## src/rtl/riscv_pkg.sv

```systemverilog
// Shared load/store definitions: access-size encodings, FSM states and
// the per-access context captured when a request is accepted.
package riscv_pkg;

  localparam int unsigned DATA_W = 32;
  localparam int unsigned BE_W   = 4;
  localparam int unsigned RD_W   = 5;

  typedef enum logic [1:0] {
    SIZE_WORD = 2'b00,
    SIZE_HALF = 2'b01,
    SIZE_BYTE = 2'b10
  } size_e;

  typedef enum logic [1:0] {
    ST_IDLE = 2'b00,
    ST_REQ  = 2'b01,
    ST_WAIT = 2'b10
  } state_e;

  // Load-return context kept for the whole access.
  typedef struct packed {
    size_e            size;
    logic [1:0]       off;
    logic             uns;
    logic [RD_W-1:0]  rd;
  } ld_ctx_t;

  // Decode the raw size field; the unused encoding 11 behaves as a word.
  function automatic size_e to_size(input logic [1:0] raw);
    case (raw)
      2'b01:   return SIZE_HALF;
      2'b10:   return SIZE_BYTE;
      default: return SIZE_WORD;
    endcase
  endfunction

  // Words need a 4-byte boundary, halves a 2-byte boundary, bytes never fault.
  function automatic logic is_misaligned(input size_e size, input logic [1:0] off);
    case (size)
      SIZE_WORD: return off != 2'b00;
      SIZE_HALF: return off[0];
      default:   return 1'b0;
    endcase
  endfunction

endpackage

```

## src/rtl/mem_lsu_if.sv

```systemverilog
// Data-memory bus between the load/store unit (master) and memory (slave).
interface mem_lsu_if #(
  parameter int unsigned ADDR_W = 32
) ();

  logic              dmem_req;
  logic              dmem_we;
  logic [ADDR_W-1:0] dmem_addr;
  logic [3:0]        dmem_be;
  logic [31:0]       dmem_wdata;
  logic              dmem_gnt;
  logic              dmem_rvalid;
  logic [31:0]       dmem_rdata;

  modport master (
    output dmem_req, dmem_we, dmem_addr, dmem_be, dmem_wdata,
    input  dmem_gnt, dmem_rvalid, dmem_rdata
  );

  modport slave (
    input  dmem_req, dmem_we, dmem_addr, dmem_be, dmem_wdata,
    output dmem_gnt, dmem_rvalid, dmem_rdata
  );

endinterface

```

## src/rtl/lsu_align.sv

```systemverilog
// Lane steering for the LSU: byte enables and store replication for the
// request side, byte extraction and sign/zero extension for the load side.
module lsu_align
  import riscv_pkg::*;
(
  input  size_e             i_st_size,
  input  logic [1:0]        i_st_off,
  input  logic [DATA_W-1:0] i_wdata,
  input  size_e             i_ld_size,
  input  logic [1:0]        i_ld_off,
  input  logic              i_ld_unsigned,
  input  logic [DATA_W-1:0] i_rdata,
  output logic [BE_W-1:0]   o_be,
  output logic [DATA_W-1:0] o_wdata,
  output logic [DATA_W-1:0] o_load_data
);

  logic [DATA_W-1:0] w_shifted;

  // Bring the addressed byte lane down to bit 0.
  assign w_shifted = i_rdata >> {i_ld_off, 3'b000};

  // Byte enables and lane-replicated store data.
  always_comb begin
    o_be    = 4'b1111;
    o_wdata = i_wdata;
    case (i_st_size)
      SIZE_BYTE: begin
        o_be    = 4'b0001 << i_st_off;
        o_wdata = {4{i_wdata[7:0]}};
      end
      SIZE_HALF: begin
        o_be    = 4'b0011 << i_st_off;
        o_wdata = {2{i_wdata[15:0]}};
      end
      default: ;
    endcase
  end

  // Truncate to access size and extend to a full register.
  always_comb begin
    o_load_data = w_shifted;
    case (i_ld_size)
      SIZE_BYTE: o_load_data = i_ld_unsigned ? {24'h0, w_shifted[7:0]}
                                             : {{24{w_shifted[7]}}, w_shifted[7:0]};
      SIZE_HALF: o_load_data = i_ld_unsigned ? {16'h0, w_shifted[15:0]}
                                             : {{16{w_shifted[15]}}, w_shifted[15:0]};
      default: ;
    endcase
  end

endmodule

```

## src/rtl/mem_lsu.sv

```systemverilog
// Load/store unit: accepts one access at a time from decode, issues it on
// the data-memory bus and returns extended load data to writeback.
module mem_lsu
  import riscv_pkg::*;
#(
  parameter int unsigned ADDR_W = 32
) (
  input  logic              clk,
  input  logic              reset,
  input  logic              i_mem_read,
  input  logic              i_mem_write,
  input  logic [1:0]        i_inst_size,
  input  logic              i_load_unsigned,
  input  logic [ADDR_W-1:0] i_addr,
  input  logic [DATA_W-1:0] i_wdata,
  input  logic [RD_W-1:0]   i_rd_in,
  output logic              o_stall,
  output logic              o_load_valid,
  output logic [DATA_W-1:0] o_load_data,
  output logic [RD_W-1:0]   o_load_rd,
  output logic              o_misaligned,
  mem_lsu_if.master         bus
);

  state_e            r_state;
  state_e            w_next;
  logic              w_capture;
  logic              w_stall;
  logic              w_load_valid;
  logic              w_misaligned;
  logic              w_access;
  logic              w_bad_align;
  size_e             w_size;
  logic [BE_W-1:0]   w_be;
  logic [DATA_W-1:0] w_wdata_rep;
  logic [DATA_W-1:0] w_load_data;

  logic [ADDR_W-1:0] r_addr;
  logic [BE_W-1:0]   r_be;
  logic              r_we;
  logic [DATA_W-1:0] r_wdata;
  ld_ctx_t           r_ctx;

  assign w_access    = i_mem_read | i_mem_write;
  assign w_size      = to_size(i_inst_size);
  assign w_bad_align = is_misaligned(w_size, i_addr[1:0]);

  lsu_align u_align (
    .i_st_size     (w_size),
    .i_st_off      (i_addr[1:0]),
    .i_wdata       (i_wdata),
    .i_ld_size     (r_ctx.size),
    .i_ld_off      (r_ctx.off),
    .i_ld_unsigned (r_ctx.uns),
    .i_rdata       (bus.dmem_rdata),
    .o_be          (w_be),
    .o_wdata       (w_wdata_rep),
    .o_load_data   (w_load_data)
  );

  // State register.
  always_ff @(posedge clk) begin
    if (reset) r_state <= ST_IDLE;
    else       r_state <= w_next;
  end

  // Next state, stall and pulse outputs; reset suppresses every pulse.
  always_comb begin
    w_next       = r_state;
    w_capture    = 1'b0;
    w_stall      = 1'b0;
    w_load_valid = 1'b0;
    w_misaligned = 1'b0;
    if (!reset) begin
      case (r_state)
        ST_IDLE: begin
          if (w_access) begin
            if (w_bad_align) begin
              w_misaligned = 1'b1;
            end else begin
              w_capture = 1'b1;
              w_stall   = 1'b1;
              w_next    = ST_REQ;
            end
          end
        end
        ST_REQ: begin
          if (bus.dmem_gnt) begin
            if (r_we) begin
              w_next = ST_IDLE;
            end else begin
              w_stall = 1'b1;
              w_next  = ST_WAIT;
            end
          end else begin
            w_stall = 1'b1;
          end
        end
        ST_WAIT: begin
          if (bus.dmem_rvalid) begin
            w_load_valid = 1'b1;
            w_next       = ST_IDLE;
          end else begin
            w_stall = 1'b1;
          end
        end
        default: w_next = ST_IDLE;
      endcase
    end
  end

  // Capture the whole access when it is accepted; stores win over loads.
  always_ff @(posedge clk) begin
    if (reset) begin
      r_addr  <= '0;
      r_be    <= '0;
      r_we    <= 1'b0;
      r_wdata <= '0;
      r_ctx   <= '0;
    end else if (w_capture) begin
      r_addr  <= {i_addr[ADDR_W-1:2], 2'b00};
      r_be    <= w_be;
      r_we    <= i_mem_write;
      r_wdata <= w_wdata_rep;
      r_ctx   <= '{size: w_size, off: i_addr[1:0], uns: i_load_unsigned, rd: i_rd_in};
    end
  end

  // Bus side: request and qualifiers decoded from registered state only.
  assign bus.dmem_req   = (r_state == ST_REQ);
  assign bus.dmem_we    = (r_state == ST_REQ) & r_we;
  assign bus.dmem_be    = (r_state == ST_REQ) ? r_be : 4'b0000;
  assign bus.dmem_addr  = r_addr;
  assign bus.dmem_wdata = r_wdata;

  // Pipeline side.
  assign o_stall      = w_stall;
  assign o_load_valid = w_load_valid;
  assign o_load_data  = w_load_data;
  assign o_load_rd    = r_ctx.rd;
  assign o_misaligned = w_misaligned;

endmodule

```

## src/flat_wrapper.sv

```systemverilog
// flat-port wrapper written by rule: the top's interface ports become plain ports
module mem_lsu_flat import riscv_pkg::*;
#(
  parameter int unsigned ADDR_W = 32
)
  (clk, reset, i_mem_read, i_mem_write, i_inst_size, i_load_unsigned, i_addr, i_wdata, i_rd_in, o_stall, o_load_valid, o_load_data, o_load_rd, o_misaligned, bus_dmem_req, bus_dmem_we, bus_dmem_addr, bus_dmem_be, bus_dmem_wdata, bus_dmem_gnt, bus_dmem_rvalid, bus_dmem_rdata);
  mem_lsu_if #(.ADDR_W(ADDR_W)) bus_i ();
  input  logic clk;
  input  logic reset;
  input  logic i_mem_read;
  input  logic i_mem_write;
  input  logic [1:0] i_inst_size;
  input  logic i_load_unsigned;
  input  logic [ADDR_W-1:0] i_addr;
  input  logic [DATA_W-1:0] i_wdata;
  input  logic [RD_W-1:0] i_rd_in;
  output logic o_stall;
  output logic o_load_valid;
  output logic [DATA_W-1:0] o_load_data;
  output logic [RD_W-1:0] o_load_rd;
  output logic o_misaligned;
  output wire logic [$bits(bus_i.dmem_req)-1:0] bus_dmem_req;
  output wire logic [$bits(bus_i.dmem_we)-1:0] bus_dmem_we;
  output wire logic [$bits(bus_i.dmem_addr)-1:0] bus_dmem_addr;
  output wire logic [$bits(bus_i.dmem_be)-1:0] bus_dmem_be;
  output wire logic [$bits(bus_i.dmem_wdata)-1:0] bus_dmem_wdata;
  input wire logic [$bits(bus_i.dmem_gnt)-1:0] bus_dmem_gnt;
  input wire logic [$bits(bus_i.dmem_rvalid)-1:0] bus_dmem_rvalid;
  input wire logic [$bits(bus_i.dmem_rdata)-1:0] bus_dmem_rdata;
  assign bus_dmem_req = bus_i.dmem_req;
  assign bus_dmem_we = bus_i.dmem_we;
  assign bus_dmem_addr = bus_i.dmem_addr;
  assign bus_dmem_be = bus_i.dmem_be;
  assign bus_dmem_wdata = bus_i.dmem_wdata;
  assign bus_i.dmem_gnt = bus_dmem_gnt;
  assign bus_i.dmem_rvalid = bus_dmem_rvalid;
  assign bus_i.dmem_rdata = bus_dmem_rdata;
  mem_lsu #(.ADDR_W(ADDR_W)) u_core (.clk(clk), .reset(reset), .i_mem_read(i_mem_read), .i_mem_write(i_mem_write), .i_inst_size(i_inst_size), .i_load_unsigned(i_load_unsigned), .i_addr(i_addr), .i_wdata(i_wdata), .i_rd_in(i_rd_in), .o_stall(o_stall), .o_load_valid(o_load_valid), .o_load_data(o_load_data), .o_load_rd(o_load_rd), .o_misaligned(o_misaligned), .bus(bus_i));
endmodule
```

## config.mk

```make
export PLATFORM = sky130hd
export DESIGN_NAME = mem_lsu_flat
export DESIGN_NICKNAME = d
export VERILOG_FILES = /design/src/rtl/riscv_pkg.sv /design/src/rtl/mem_lsu_if.sv /design/src/rtl/lsu_align.sv /design/src/rtl/mem_lsu.sv /design/src/flat_wrapper.sv
export SDC_FILE = /design/constraint.sdc
export NUM_CORES = 1
export LEC_CHECK = 0
export CORE_ASPECT_RATIO = 2
export CORE_MARGIN = 3
export CORE_UTILIZATION = 36
export CTS_BUF_LIST = sky130_fd_sc_hd__clkbuf_16
export DETAILED_ROUTE_END_ITERATION = 16
export HOLD_SLACK_MARGIN = 0.05
export PLACE_DENSITY = 0.76
export SKIP_CTS_REPAIR_TIMING = 1
export SLEW_MARGIN = 20
export SYNTH_ARGS = -nofsm -noshare
export SYNTH_HDL_FRONTEND = slang
export SYNTH_SLANG_ARGS = --single-unit
```

## constraint.sdc

```tcl
create_clock -name clk -period 1.9 [get_ports clk]
set_input_delay 0.38 -clock clk [delete_from_list [all_inputs] [get_ports clk]]
set_output_delay 0.38 -clock clk [all_outputs]
set_load 0.005 [all_outputs]
```

# Word level (Yosys, flattened, before mapping)
# Index checks and enable logic that the tools add are counted.
word_totals:
  register_bits: 79
  latch_bits: 0
  ramBits: 0
  romBits: 0
  input_bits: 110
  word_cells: 60
  memories: 0
classes:
  addsub: 0
  multipliers: 0
  div_mod_pow: 0
  order_cmp: 0
  eq_ne: 12
  n_shift: 3
  n_mux: 30
  bitwise_logic: 2
  n_reduce_logical: 4
ops:
  columns: ["op", "n"]
  rows:
  - ["case mux 32 bit (2 select lines)", 2]
  - ["2-to-1 mux 32 bit", 2]
  - [">> shifter 32 x 5 -> 32 bit", 1]
  - ["2-to-1 mux 1 bit", 15]
  - ["2-to-1 mux 2 bit", 5]
  - ["== test 2 x 1 -> 1 bit (second input constant)", 4]
  - ["== test 2 bit (second input constant)", 4]
  - ["case mux 4 bit (2 select lines)", 1]
  - ["case mux 2 bit (3 select lines)", 1]
  - ["zero test 2 bit", 2]
  - ["2-to-1 mux 4 bit", 1]
  - ["inequality test 2 x 1 -> 1 bit (second input constant)", 2]
  - ["inequality test 2 bit (second input constant)", 2]
  - ["case mux 2 bit (2 select lines)", 1]
  - ["AND reduction 4 bit", 1]
  - ["<< shifter 1 x 2 -> 4 bit (first input constant)", 1]
  - ["<< shifter 2 x 2 -> 4 bit (first input constant)", 1]
  - ["case mux 1 bit (3 select lines)", 1]
  - ["case mux 1 bit (2 select lines)", 1]
  - ["nonzero test 2 bit", 1]
  - ["bitwise AND 1 bit", 1]
  - ["bitwise OR 1 bit", 1]

# Depth between registers and ports, before layout
# Gate-level depths: netlist of run 1.
logic_depth:
  depth_word: 8
  ltp_mapped: 9

# Hierarchy
# From an unflattened synthesis of run 1, not the netlist that was laid out.
unflattened:
  hier_cells: 581
  area_unflattened_um2: 4724.5
by_module_without_submodules:
  columns: ["module", "n_inst", "cells_per_inst", "area_per_inst_um2"]
  rows:
  - ["mem_lsu", 1, 388, 3473.3]
  - ["lsu_align", 1, 193, 1251.2]

# Least setup slack after synthesis of run 1
# Ideal clock, no wire load.
synth_path:
  kind: "input to output"
  startpoint: "input port i_inst_size[0]"
  endpoint: "output port o_stall"
  arrival_time_ns: 1.700
  slack_ns: -0.180
  cell_stages: 8
  n_path_buf: 2
  path_cell_list: "inv_1 > ha_1 > o21ai_1 > a21o_1 > buf_2 > buf_2 > a21oi_1 > a221oi_1"
synth_via:
  elab_chain_len: 8
  elab_cells_between_ends: 10
  classes_between: "3 x eq/ne; 6 x mux; 1 x reduce/logical"
synth_rtl:
  columns: ["item", "line_no", "source"]
  rows:
  - ["start: declaration", "flat_wrapper.sv:12", "input logic [1:0] i_inst_size;"]
  - ["== test 2 bit / == test 2 x 1 -> 1 bit (equally long branches)", "riscv_pkg.sv:31", "case (raw)"]
  - ["case mux 2 bit (2 select lines) (*)", "riscv_pkg.sv:31", null]
  - ["== test 2 x 1 -> 1 bit / zero test 2 bit (equally long branches)", "riscv_pkg.sv:40", "case (size)"]
  - ["case mux 1 bit (2 select lines) (*)", "riscv_pkg.sv:40", null]
  - ["2-to-1 mux 1 bit (*)", "mem_lsu.sv:78", "if (w_bad_align) begin"]
  - ["2-to-1 mux 1 bit (*)", "mem_lsu.sv:77", "if (w_access) begin"]
  - ["case mux 1 bit (3 select lines) (*)", "mem_lsu.sv:75", "case (r_state)"]
  - ["2-to-1 mux 1 bit (*)", "mem_lsu.sv:74", "if (!reset) begin"]
  - ["end: declaration", "flat_wrapper.sv:17", "output logic o_stall;"]
# Every way passes the cells marked *; elsewhere a longest branch is shown, timed or not.

# Final worst setup path of run 1
layout_path:
  startpoint: "register u_core.r_ctx[7] in the netlist's numbering"
  endpoint: "output port o_load_data[20]"
layout_via:
  elab_chain_len: 3
  elab_cells_between_ends: 4
  classes_between: "1 x shift; 3 x mux"
layout_rtl:
  columns: ["item", "line_no", "source"]
  rows:
  - ["start: declaration", "mem_lsu.sv:42", "ld_ctx_t r_ctx;"]
  - ["start signal: assignment", "mem_lsu.sv:125", "r_ctx <= '{size: w_size, off: i_addr[1:0], uns: i_load_unsigned, rd: i_rd_in};"]
  - [">> shifter 32 x 5 -> 32 bit (*)", "lsu_align.sv:21", "assign w_shifted = i_rdata >> {i_ld_off, 3'b000};"]
  - ["2-to-1 mux 32 bit (on tied branches)", "lsu_align.sv:46, lsu_align.sv:44", null]
  - ["case mux 32 bit (2 select lines) (*)", "lsu_align.sv:43", "case (i_ld_size)"]
  - ["end: declaration", "flat_wrapper.sv:19", "output logic [DATA_W-1:0] o_load_data;"]
# Marked as above.

==> flow_summary.rst, run 1 <==
.. list-table::
   :header-rows: 1

   * - Metric
     - Value
   * - Outcome
     - finished, violations left
   * - Failing checks
     - negative setup slack
   * - Post-route DRC violation count
     - 0
   * - Critical path startpoint category
     - flop
   * - Reg clk slew, reported paths
     - roughly 0.060 ns
   * - Worst hold path type
     - input pin to flop
   * - Max-slew violation count
     - 0
   * - Via count
     - roughly 5,300
   * - Maximum clock skew at final layout
     - roughly 0.0058 ns
   * - H-Tree Depth
     - 3
   * - Cell count after synthesis
     - ~540
   * - Area share of the largest cell type after synthesis
     - a little under two fifths
   * - Via count of the first global-routing pass
     - 5,126
   * - Layout cells sized above 1
     - around 22%
   * - Post-synthesis sequential area ratio
     - between 30 and 40%
   * - CTS tree
     - built
   * - Placed Cells incl. Taps
     - approximately 890
   * - Die Wd
     - 82.2 µm
   * - Die H
     - between 150 and 200 µm
   * - Filler cell count
     - 911
   * - Worst Path Arrival
     - approximately 2.1 ns
   * - Hold WS
     - approximately 0.35 ns
   * - Grt total ovfl
     - 0
   * - Headroom to the max-slew limit
     - between 60% and 70%
   * - Number of placement rows
     - 55
   * - DP Wirelength
     - about 13 mm
   * - Sequential Area
     - between 1500 and 2000 µm²
   * - GPL Wtd Cong
     - roughly 0.84
   * - Placed Instance Area
     - 6750 µm²
   * - Post-route worst setup slack
     - -0.608 ns
   * - Sum of routed wire length over all layers
     - around 18 mm
   * - Non-filler cells, final
     - 925
   * - Setup violation total in the final timing report
     - 33
   * - Fin area
     - between 7000 and 8000 µm²
   * - Area enclosed by the die boundary
     - between 10,000 and 15,000 µm²
   * - Critical Path End Type
     - output port
   * - Worst-margin pin slew
     - ~0.59 ns
   * - Final period util
     - 132%
   * - Global-route wire length before repair
     - 25.6 mm
   * - Mean instance size in the synthesized netlist
     - approximately 7.8 µm²
   * - Commonest non-fill, non-tap cells in the layout
     - clkdlybuf4s50_1 (165), a21oi_1 (88), dfxtp_1 (77)
   * - Worst path required time
     - ~1.5 ns
   * - Total of buffers placed on input and output ports
     - 217
   * - CP max FO
     - 6
   * - Post-detailed-route wirelength per cell
     - 20.0 µm
   * - Static leakage
     - 3.09 nW
   * - Area added between synthesis and finish
     - 78.8%
   * - Final critical path time including I/O delays and setup
     - 2.51 ns
   * - Number of register bits inferred by synthesis
     - between 70 and 80
   * - FMAX
     - around 0.40 GHz
   * - Total global-route track usage
     - between 20% and 30%
   * - Largest cells by area after synthesis
     - dfxtp_1 (38%), a21oi_1 (11%), o21ai_0 (9.6%)
   * - Number of antenna violations at the first check in global routing
     - 0
   * - Critical path class
     - flop to output port
   * - Core area
     - 11,400 µm²
   * - Maximum number of pins on one net before global-route repair
     - 78
   * - 1st-pass router iterations
     - 5
   * - Number of warnings issued by yosys
     - 0
   * - Clk sink count
     - a little under 80
   * - Number of diodes
     - 0
   * - Clk_lat worst skew
     - approximately 0.33 ns
   * - Most common cell after layout, fill and taps aside
     - clkdlybuf4s50_1
   * - Area occupied by multi-input gates
     - approximately 2500 µm²
   * - Average via count per standard cell
     - around 5.8
   * - Mapped Area
     - about 4200 µm²
   * - Final Net Count
     - approximately 900
   * - DRT iter0 DRCs
     - 347
   * - Io pins
     - 220
   * - Largest buffer count on any clock path
     - 2
   * - Total power after layout
     - roughly 6 mW
   * - Top cell type by total area after synthesis
     - dfxtp_1
   * - Count of distinct cell types in the synthesized netlist
     - 42
   * - Initial cell density of the core
     - about 37%
   * - Max-cap violations
     - 0
   * - Unrepaired setup endpoints after global routing
     - yes
   * - Number of antenna-violating nets in the routed design
     - 0
   * - Buffer type at the clock tree root
     - clkbuf_16
   * - Areal power density over the cells
     - roughly 800 nW/µm²
   * - Clock buffer count from CTS
     - 9
   * - IR drop worst, VDD
     - about 600 µV
   * - Number of failing hold endpoints at the final stage
     - 0
==> through the flow <==
| stage | setup slack (ns) | TNS (ns) | util, % |
|---|---|---|---|
| after global placement | -0.952 | -63.85 | 59.5 |
| after CTS | -0.963 | -45.71 | 62.3 |
| after global routing | -0.656 | -15.03 | 65.8 |
| final | -0.608 | -13.24 | 65.8 |
| after floorplan | 0.000640 | 0 | - |
| after detailed placement | -0.967 | -68.70 | 59.5 |
==> cells in the mapped netlist (all sizes together) <==
cell,instances
a311oi,3
a2111oi,8
nor4bb,1
and2,5
mux4,1
buf,21
or3b,1
and3,1
o31ai,1
nand2b,4
clkbuf,45
dfxtp,79
a21oi,94
a21o,1
o21bai,1
a221o,8
inv,6
a31oi,1
clkinv,1
nor3,11
conb,1
ha,6
nor2b,9
nor2,22
a22oi,8
or2,1
a211oi,15
nand3,49
nor4,1
nand2,18
a221oi,1
nand3b,3
o2bb2ai,1
mux2i,16
o21ai,83
o2111ai,8
or3,1
==> routing by layer <==
layer | global-route usage [%] | wire length, µm | vias to the layer above
met5 | 0 | 0 | -
met4 | 13.2 | 969 | 0
met3 | 5.15 | 1280 | 73
met2 | 50.1 | 10200 | 282
met1 | 24.1 | 6100 | 2531
li1 | - | - | 2451
==> where the power goes <==
part | switching (mW) | leakage (nW) | internal, mW
registers | 0.0954 | 0.651 | 1.84
logic | 1.05 | 2.29 | 1.13
clock network | 0.688 | 0.153 | 1.15
==> path summary, 6_finish.rpt <==
check	from	end	slack, ns	cells past startpoint
worst max register to register	u_core.r_state[0]	u_core.bus.dmem_wdata[15]	0.10	5
worst max-delay path	u_core.r_ctx[7]	o_load_data[20]	-0.61	8
worst min-delay path	reset	u_core.r_state[1]	0.35	2
worst min register to register	u_core.bus.dmem_addr[3]	u_core.bus.dmem_addr[3]	0.47	2
==> cells by family after synthesis <==
kind of cell,after synthesis,share of synthesized area (%)
buffers and inverters,73,7.79
adders and majority gates,6,1.80
and+or+nand+nor,127,15.2
AOI/OAI and AO/OA,233,32.9
muxes,17,4.37
other,1,0.0898
DFF,79,37.9
==> critical path, cell delays in order, from the launching register on <==
cell     delay [ns]
dfxtp_2        0.34
mux4_2         0.52
and3_4         0.20
a31oi_4        0.20
buf_6          0.13
buf_12         0.11
buf_6          0.10
o21ai_1        0.06
buf_2          0.13
==> layout make-up <==
class	instances	area share, %
repair buffers	296	37.9
multi-input cells	385	33.8
flip-flops and latches	79	21.2
clock buffers	9	3.02
well taps	142	2.38
clock inverters	7	1.29
inverters	7	0.385
==> state kept, by name, indices dropped and copies added, names as in the netlist <==
| register | cells |
|---|---|
| u_core.r_we | 1 |
| u_core.bus.dmem_addr | 30 |
| u_core.r_state | 2 |
| u_core.bus.dmem_wdata | 32 |
| u_core.r_be | 4 |
| u_core.r_ctx | 5 |
| u_core.o_load_rd | 5 |
Note: power is estimated with default switching activity, not from simulation.
==> run 2, diff against run 1 <==
PLACE_DENSITY = 0.77   (was 0.76)
==> flow_summary.rst, run 2 (same netlist as run 1, synthesis figures left out) <==
.. list-table::
   :header-rows: 1

   * - Metric
     - Value
   * - 1st-pass router iterations
     - 5 (unchanged)
   * - Cell-by-cell listing of the critical path
     - mux4_2 > and3_4 > a31oi_4 > buf_4 > buf_12 > buf_4 > o21ai_2 > dlymetal6s2s_1
   * - Worst Path Arrival
     - 2.16 ns (+0.03 ns)
   * - Switching power
     - 1.78 mW (-2.8%)
   * - Final Net Count
     - 886 (-0.89%)
   * - Number of diodes
     - 0 (unchanged)
   * - Number of antenna violations at the first check in global routing
     - 0 (unchanged)
   * - Worst slack at placement
     - -0.956 ns (+0.0111 ns)
   * - Largest delay contributor family on the critical path
     - multiplexers
   * - Number of failing hold endpoints at the final stage
     - 0 (unchanged)
   * - Worst hold path type
     - input pin to flop
   * - FMAX
     - 0.394 GHz (-1.3%)
   * - Buffer and inverter count on the worst path
     - 4 (unchanged)
   * - Buffer type at the clock tree root
     - clkbuf_16
   * - Global-route wire length before repair
     - 24.9 mm (-2.7%)
   * - Maximum number of pins on one net before global-route repair
     - 78 (unchanged)
   * - Reg clk slew, reported paths
     - 0.06 ns (about the same)
   * - Total of buffers placed on input and output ports
     - 217 (unchanged)
   * - Areal power density over the cells
     - 761 nW/µm² (-4.6%)
   * - Library cell appearing most often on the critical path
     - buf_4
   * - Max-slew violation count
     - 0 (unchanged)
   * - DP Wirelength
     - 13.0 mm (-2.1%)
   * - Critical path startpoint category
     - flop
   * - Delay of the slowest cell on the worst path
     - 0.54 ns (+0.02 ns)
   * - Max FFs per register
     - 32 (unchanged)
   * - Clock buffer count from CTS
     - 9 (unchanged)
   * - Outcome
     - finished, violations left
   * - Via count of the first global-routing pass
     - 4,995 (-2.6%)
   * - Sequential share of power
     - 34.6% (+2.1 points)
   * - Worst path required time
     - 1.52 ns (about the same)
   * - Post-detailed-route wirelength per cell
     - 19.4 µm (-3.0%)
   * - Die H
     - 158 µm (unchanged)
   * - Die Wd
     - 82.2 µm (unchanged)
   * - Sum of routed wire length over all layers
     - 17.8 mm (-3.8%)
   * - Final critical path time including I/O delays and setup
     - 2.54 ns (+0.0327 ns)
   * - Number of placement rows
     - 55 (unchanged)
   * - Largest buffer count on any clock path
     - 2 (unchanged)
   * - Total global-route track usage
     - 25.0% (-0.71 points)
   * - Most common cell after layout, fill and taps aside
     - clkdlybuf4s50_1
   * - Static leakage
     - 3.11 nW (+0.72%)
   * - CP max FO
     - 6 (unchanged)
   * - IR drop worst, VDD
     - 478 µV (-22%)
   * - Critical Path End Type
     - output port
   * - Filler cell count
     - 909 (-0.22%)
   * - Setup violation total in the final timing report
     - 31 (-6.1%)
   * - Grt total ovfl
     - 0 (unchanged)
   * - Post-route DRC violation count
     - 0 (unchanged)
   * - Master of the slowest instance on the critical path
     - mux4_2
   * - Max-cap violations
     - 0 (unchanged)
   * - Sequential Area
     - 1590 µm² (about the same)
   * - DRT iter0 DRCs
     - 271 (-22%)
   * - Post-route worst setup slack
     - -0.641 ns (-0.0327 ns)
   * - Number of antenna-violating nets in the routed design
     - 0 (unchanged)
   * - Hold WS
     - 0.381 ns (+0.0306 ns)
   * - Flop2flop setup slack
     - 0.08 ns (-0.02 ns)
   * - Fin area
     - 7360 µm² (-1.5%)
   * - Int Pwr
     - 3.82 mW (-7.4%)
   * - Maximum clock skew at final layout
     - 0.00687 ns (+0.00108 ns)
   * - Critical path class
     - flop to output port
   * - Layout cells sized above 1
     - 18.7% (-3.1 points)
   * - Clock power share
     - 27.6% (-3.3 points)
   * - Average via count per standard cell
     - 5.63 (-2.4%)
   * - Via count
     - 5,166 (-3.2%)
   * - Switching Fraction
     - 31.9% (+1.0 points)
   * - GPL Wtd Cong
     - 0.839 (-0.29%)
   * - Placed Instance Area
     - 6720 µm² (-0.56%)
   * - Area added between synthesis and finish
     - 76.2%
   * - Combinational cell fraction of total power
     - 37.8% (+1.2 points)
   * - Headroom to the max-slew limit
     - 59.8% (-0.69 points)
   * - Commonest non-fill, non-tap cells in the layout
     - clkdlybuf4s50_1 (166), a21oi_1 (92), dfxtp_1 (76)
   * - Clk sink count
     - 79 (unchanged)
   * - Unrepaired setup endpoints after global routing
     - yes
   * - Core area
     - 11,400 µm² (unchanged)
   * - Final period util
     - 134% (+1.7 points)
   * - Area occupied by multi-input gates
     - 2480 µm² (-1.5%)
   * - Worst-margin pin slew
     - 0.602 ns (+0.00904 ns)
   * - Area enclosed by the die boundary
     - 13,000 µm² (unchanged)
   * - Initial cell density of the core
     - 36.8% (unchanged)
   * - Io pins
     - 220 (unchanged)
   * - CTS tree
     - built
   * - Clk_lat worst skew
     - 0.33 ns (about the same)
   * - H-Tree Depth
     - 3 (unchanged)
   * - Failing checks
     - negative setup slack
[run 2: per-stage QoR]
stage	TNS, ns	cells	power, mW	util (%)
6_report	-11.89	917	5.60	64.8
5_1_grt	-13.68	917	5.88	64.8
4_1_cts	-46.71	902	5.57	61.5
3_5_place_dp	-68.76	886	4.02	59.1
3_3_place_gp	-63.82	886	3.97	59.1
2_1_floorplan	0	537	2.83	-
[run 2: power by group through the flow]
stage                     combinational, mW  clock, mW  sequential (mW)
after floorplan                       0.866          0             1.97
after global placement                 2.00          0             1.96
after detailed placement               2.05          0             1.97
after CTS                              2.06       1.57             1.94
after global routing                   2.28       1.65             1.95
final                                  2.11       1.55             1.94
[run 2: worst register-to-register path, stage by stage (launching register included)]
cell       delay (ns)
dfxtp_1          0.31
buf_4            0.16
or3_4            0.44
buf_6            0.22
a2111oi_0        0.50
nor3_1           0.08
[run 2: layout make-up]
type,count,share of cell area [%]
Tap cell,142,2.41
Timing Repair Buffer,288,38.2
Multi-Input combinational cell,385,33.8
Inverter,7,0.391
Clock inverter,7,0.561
Clock buffer,9,3.06
Sequential cell,79,21.5
[run 2: worst paths after layout]
path,startpoint,to,cells after the start
worst min register to register,u_core.bus.dmem_wdata[27],u_core.bus.dmem_wdata[27],2
worst max-delay path,u_core.r_ctx[7],o_load_data[22],8
worst min-delay path,i_mem_write,u_core.r_we,3
worst max register to register,u_core.r_state[0],u_core.bus.dmem_wdata[22],5
[run 2: per-layer routing]
| layer | track usage, % | share of wire, % |
|---|---|---|
| met1 | 23.6 | 33 |
| met2 | 48.8 | 56 |
| met3 | 5.38 | 7.9 |
| met4 | 11.7 | 2.8 |
| met5 | 0 | 0 |
==> run 3, diff against run 2 <==
CORE_UTILIZATION = 40   (was 36)
GPL_TIMING_DRIVEN = 0   (was default)
PLACE_DENSITY = 0.81   (was 0.77)
clock period = 2.91 ns   (was 1.9 ns; I/O delays follow)
==> flow_summary.rst, run 3 (same netlist as run 1, synthesis figures left out) <==
.. list-table::
   :header-rows: 1

   * - Metric
     - Value
   * - Cells on Worst Hold Path
     - 2 (-1)
   * - Static leakage
     - 2.79 nW (-10%)
   * - Total of buffers placed on input and output ports
     - 216 (-0.46%)
   * - Final critical path time including I/O delays and setup
     - between 2 and 3 ns
   * - Reg clk slew, reported paths
     - 0.06 ns (about the same)
   * - Final Net Count
     - 895 (+1.0%)
   * - Hold WS
     - 0.473 ns (+0.0920 ns)
   * - Areal power density over the cells
     - 536 nW/µm² (-30%)
   * - DP Wirelength
     - 14.3 mm (+10%)
   * - Sum of routed wire length over all layers
     - 18.2 mm (+2.6%)
   * - Max-cap violations
     - 0 (unchanged)
   * - Die H
     - 151 µm (-4.9%)
   * - Area enclosed by the die boundary
     - 11,800 µm² (-9.5%)
   * - Worst slack at placement
     - -0.968 ns (-0.0116 ns)
   * - Flop2flop setup slack
     - 0.83 ns (+0.75 ns)
   * - Filler cell count
     - 819 (-9.9%)
   * - Critical path startpoint category
     - flop
   * - Outcome
     - finished clean
   * - Sequential Area
     - 1580 µm² (-0.16%)
   * - DRT iter0 DRCs
     - 246 (-9.2%)
   * - Via count
     - 5,196 (+0.58%)
   * - Max FFs per register
     - 32 (unchanged)
   * - Clock buffer count from CTS
     - 9 (unchanged)
   * - Reg-to-Reg Start
     - u_core.r_state[0]
   * - Initial cell density of the core
     - 41.1% (+4.4 points)
   * - Clk_lat worst skew
     - 0.33 ns (about the same)
   * - Worst path required time
     - 2.33 ns (+0.81 ns)
   * - Max-slew violation count
     - 0 (unchanged)
   * - Most common cell after layout, fill and taps aside
     - clkdlybuf4s50_1
   * - Largest buffer count on any clock path
     - 2 (unchanged)
   * - Number of diodes
     - 0 (unchanged)
   * - Total global-route track usage
     - 29.3% (+4.2 points)
   * - Global-route wire length before repair
     - 26.7 mm (+7.0%)
   * - IR drop worst, VDD
     - 423 µV (-12%)
   * - Area added between synthesis and finish
     - 69.4%
   * - Clk sink count
     - 79 (unchanged)
   * - Worst Path Arrival
     - 2.30 ns (+0.14 ns)
   * - Via count of the first global-routing pass
     - 5,164 (+3.4%)
   * - CTS tree
     - built
   * - Core area
     - 10,100 µm² (-11%)
   * - Buffer type at the clock tree root
     - clkbuf_16
   * - Post-route DRC violation count
     - 0 (unchanged)
   * - Length in cells of the worst reg-to-reg path
     - 5 (unchanged)
   * - Layout cells sized above 1
     - 8.94% (-9.8 points)
   * - Number of failing hold endpoints at the final stage
     - 0 (unchanged)
   * - Number of placement rows
     - 52 (-5.5%)
   * - Reg-to-reg critical path endpoint
     - u_core.bus.dmem_wdata[5]
   * - Io pins
     - 220 (unchanged)
   * - Maximum clock skew at final layout
     - 0.00537 ns (-0.00150 ns)
   * - Commonest non-fill, non-tap cells in the layout
     - clkdlybuf4s50_1 (192), a21oi_1 (94), dfxtp_1 (78)
   * - Area occupied by multi-input gates
     - 2330 µm² (-6.2%)
   * - Setup violation total in the final timing report
     - 0 (-100%)
   * - Critical path class
     - flop to output port
   * - Critical Path End Type
     - output port
   * - Average via count per standard cell
     - 5.66 (+0.47%)
   * - Final period util
     - a little under 100%
   * - 1st-pass router iterations
     - 4 (-1)
   * - Die Wd
     - 78.3 µm (-4.8%)
   * - Post-route worst setup slack
     - 0.0284 ns (+0.669 ns)
   * - Number of antenna-violating nets in the routed design
     - 0 (unchanged)
   * - CP max FO
     - 10 (+4)
   * - Worst-margin pin slew
     - 0.640 ns (+0.0380 ns)
   * - H-Tree Depth
     - 3 (unchanged)
   * - Maximum number of pins on one net before global-route repair
     - 14 (-82%)
   * - GPL Wtd Cong
     - 0.933 (+11%)
   * - End point of the worst hold path
     - u_core.bus.dmem_addr[19]
   * - Launching instance or port of the critical path
     - u_core.r_ctx[6]
   * - Headroom to the max-slew limit
     - 57.3% (-2.5 points)
   * - FMAX
     - roughly 0.35 GHz
   * - Worst hold path type
     - flop to flop
   * - Number of antenna violations at the first check in global routing
     - 0 (unchanged)
   * - Post-detailed-route wirelength per cell
     - 19.9 µm (+2.5%)
   * - Critical hold path startpoint
     - u_core.bus.dmem_addr[19]
   * - Grt total ovfl
     - 0 (unchanged)
-- run 3: cell types whose count changed in the layout (fill, tap and decap cells not counted), sizes merged --
cell,delta
clkinvlp,-1
inv,+1
bufinv,+2
dlymetal6s2s,-13
buf,-40
clkbuf,+36
clkdlybuf4s50,+26
clkinv,-3
-- run 3: critical path, cell delays in order (launching register included) --
cell and delay (ns):
dfxtp_1 0.47, clkbuf_1 0.54, a211oi_1 0.10, a21oi_1 0.29, clkdlybuf4s50_1 0.57
-- run 3: metrics by stage --
step                cells  power, mW  utilization (%)  setup TNS [ns]  area [µm²]
floorplan             537       1.84                -               0        4180
global route          918       3.96             69.7         -0.0696        7080
global placement      888       2.55             64.2           -9.20        6510
CTS                   903       3.78             67.2           -9.43        6820
finish                918       3.79             69.7               0        7080
detailed placement    888       2.59             64.2          -11.92        6510
-- run 3: layout make-up --
type / instances / area share (%)
Clock buffer: 9 / 3.18
Inverter: 7 / 0.371
Sequential cell: 79 / 22.4
Buffer: 64 / 4.30
Timing Repair Buffer: 233 / 33.3
Clock inverter: 6 / 1.20
Tap cell: 135 / 2.39
Multi-Input combinational cell: 385 / 32.9
-- run 3: where the power goes --
| group | internal, mW | switching, mW |
|---|---|---|
| combinational | 0.680 | 0.650 |
| sequential | 1.20 | 0.0660 |
| clock | 0.745 | 0.452 |
-- run 3: per-layer routing --
metal	global-route usage, %	wire [µm]	vias to the layer above
li1	-	-	2445
met1	26.5	6000	2412
met2	56.1	9760	264
met3	6.23	1170	75
met4	20.8	1310	0
met5	0	0	-
-- run 3: how the worst max path moves through the flow --
| stage | end | slack, ns | depth (start not counted) |
|---|---|---|---|
| CTS | o_stall | -0.97 | 10 |
| global route | o_load_data[12] | -0.07 | 7 |
| finish | o_load_data[6] | 0.03 | 4 |
| detailed placement | o_stall | -0.97 | 10 |
| global placement | o_stall | -0.91 | 10 |
| floorplan | o_stall | 0.43 | 8 |
==> RTL edit: new RTL, settings of run 2 <==
Make the reset (`reset`) asynchronous in 2 clocked blocks.
--- a/src/rtl/mem_lsu.sv
+++ b/src/rtl/mem_lsu.sv
@@ -59,7 +59,7 @@
   );
 
   // State register.
-  always_ff @(posedge clk) begin
+  always_ff @(posedge clk or posedge reset) begin
     if (reset) r_state <= ST_IDLE;
     else       r_state <= w_next;
   end
@@ -110,7 +110,7 @@
   end
 
   // Capture the whole access when it is accepted; stores win over loads.
-  always_ff @(posedge clk) begin
+  always_ff @(posedge clk or posedge reset) begin
     if (reset) begin
       r_addr  <= '0;
       r_be    <= '0;
Function: differs if reset is asserted again (counterexample within 4 cycles, from zero or initial values and one cycle with reset high); with reset held inactive, the same outputs for 10 cycles.
==> RTL edit against run 2 <==
The flow still finishes with violations (negative setup slack); register-to-register slack got worse by 270 ps; via count fell by 19%; cell count fell by 14%; synthesized area rose by 1.6%; sequential cell count did not move; worst setup slack got worse by 61 ps; non-clock buffer count fell by 1; wire length fell by 8.8%; critical path depth rose by 1; critical path type is now input pin to output pin; design area rose by 7.6%; die area rose by 1.5%.
Power is not compared: it rests on default switching activity, and its combinational part moved more than twofold at a synthesized area within 25%.
==> RTL edit: results (changes against run 2) <==
| Metric | Value |
|---|---|
| Status | finished, violations left (unchanged) |
| Violated checks | negative setup slack (unchanged) |
| DRT iter0 DRCs | 102 (was 271) |
| Layout cell share with drive strength beyond 1 | 0.381 (was 0.187) |
| Final net count | 760 (was 886) |
| CTS HTree Levels | 3 (unchanged) |
| First-pass GRT wire length | 21100 um (was 24900 um) |
| Vias in the first global route | 4109 (was 4995) |
| Critical path peak fanout | 5 (was 6) |
| Clk_skew | 4.51 ps (was 6.87 ps) |
| DP Area | 6800 um^2 (was 6720 um^2) |
| Fin Setup TNS | -24430 ps (was -11890 ps) |
| Pin count of the biggest net entering global routing | 56 (was 78) |
| Top_reg_cell synth | dfrtp_1 (was dfxtp_1) |
| Max reg flops | 32 (unchanged) |
| Synth cell types | 37 (was 42) |
| Sequential area share after synthesis | 0.466 (was 0.379) |
| Worst-Margin Slew | 761 ps (was 602 ps) |
| First-pass DRT Iterations | 4 (was 5) |
| Setup ws final | -701 ps (was -641 ps) |
| Min-delay worst type | input pin to async pin (was input pin to flip-flop) |
| Total track usage | 0.210 (was 0.250) |
| Final setup violation count | 110 (was 31) |
| Critical path data arrival time | 2220 ps (was 2160 ps) |
| Top cells by count, synth | dfrtp_1, mux2_2, mux2_1 (was a21oi_1, o21ai_0, dfxtp_1) |
| Delay-heaviest family, CP | buffers and inverters (was multiplexers) |
| DR WL/cell | 20.5 um (was 19.4 um) |
| Vias post-DR | 4188 (was 5166) |
| Synth warn | 0 (unchanged) |
| Async set-reset flop share out of synthesis | 1.00 (was 0) |
| Worst r2r path cells | 6 (was 5) |
| Dpl hpwl | 11200 um (was 13000 um) |
RTL edit: power breakdown:
part | total (mW) | switching [mW] | internal, mW
Combinational | 7.31 | 2.79 | 4.52
Sequential | 3.03 | 0.503 | 2.53
Clock | 1.71 | 0.689 | 1.02
Total | 12.0 | 3.98 | 8.07
RTL edit: final timing paths:
| path | startpoint | end | slack (ps) |
|---|---|---|---|
| max in group asynchronous | reset | u_core.bus.dmem_wdata[19]$_DFFE_PP0P_ | 1280 |
| hold / removal | reset | u_core.r_be[3]$_DFFE_PP0P_ | 340 |
| setup / recovery | bus_dmem_rdata[7] | o_load_data[16] | -700 |
| min in group clk | i_mem_write | u_core.r_we$_DFFE_PP0P_ | 460 |
| setup reg to reg | u_core.r_state[1]$_DFFE_PP0P_ | u_core.bus.dmem_wdata[9]$_DFFE_PP0P_ | -190 |
| hold reg to reg | u_core.r_be[3]$_DFFE_PP0P_ | u_core.r_be[3]$_DFFE_PP0P_ | 480 |
RTL edit: kinds of logic after synthesis:
| kind of cell | synth area share |
|---|---|
| simple gates | 0.0831 |
| buf+inv | 0.0545 |
| compound gates | 0.133 |
| flops | 0.466 |
| fa+ha+maj | 0.0177 |
| mux | 0.245 |
| other cells | 0.000884 |
RTL edit: area by class of cell:
cell class | instances | area, um^2 | share of cell area
Clock buffer | 9 | 225 | 0.0285
Clock inverter | 7 | 72.6 | 0.00917
Inverter | 8 | 33.8 | 0.00427
Multi-Input combinational cell | 259 | 2520 | 0.319
Sequential cell | 79 | 1980 | 0.250
Tap cell | 142 | 178 | 0.0225
Timing Repair Buffer | 287 | 2900 | 0.367
RTL edit: routing by layer:
layer / GRT usage / vias up / share of wire
met1: 0.184 / 2055 / 0.32
met3: 0.0459 / 44 / 0.062
li1: - / 1877 / -
met4: 0.109 / 0 / 0.036
met2: 0.412 / 212 / 0.58
met5: 0 / - / 0
RTL edit: worst min-delay path: stages:
cell,delay [ps]
dlymetal6s2s_1,150
buf_4,170
clkinvlp_4,90
buf_12,260
RTL edit: metrics by stage:
step	hold WS [ps]	std cells	worst slack, ps	util
6_report	340	791	-701	0.693
5_1_grt	375	791	-753	0.693
4_1_cts	481	762	-1070	0.621
3_5_place_dp	468	746	-1050	0.595
3_3_place_gp	461	746	-1020	0.595
2_1_floorplan	449	376	-55.0	-
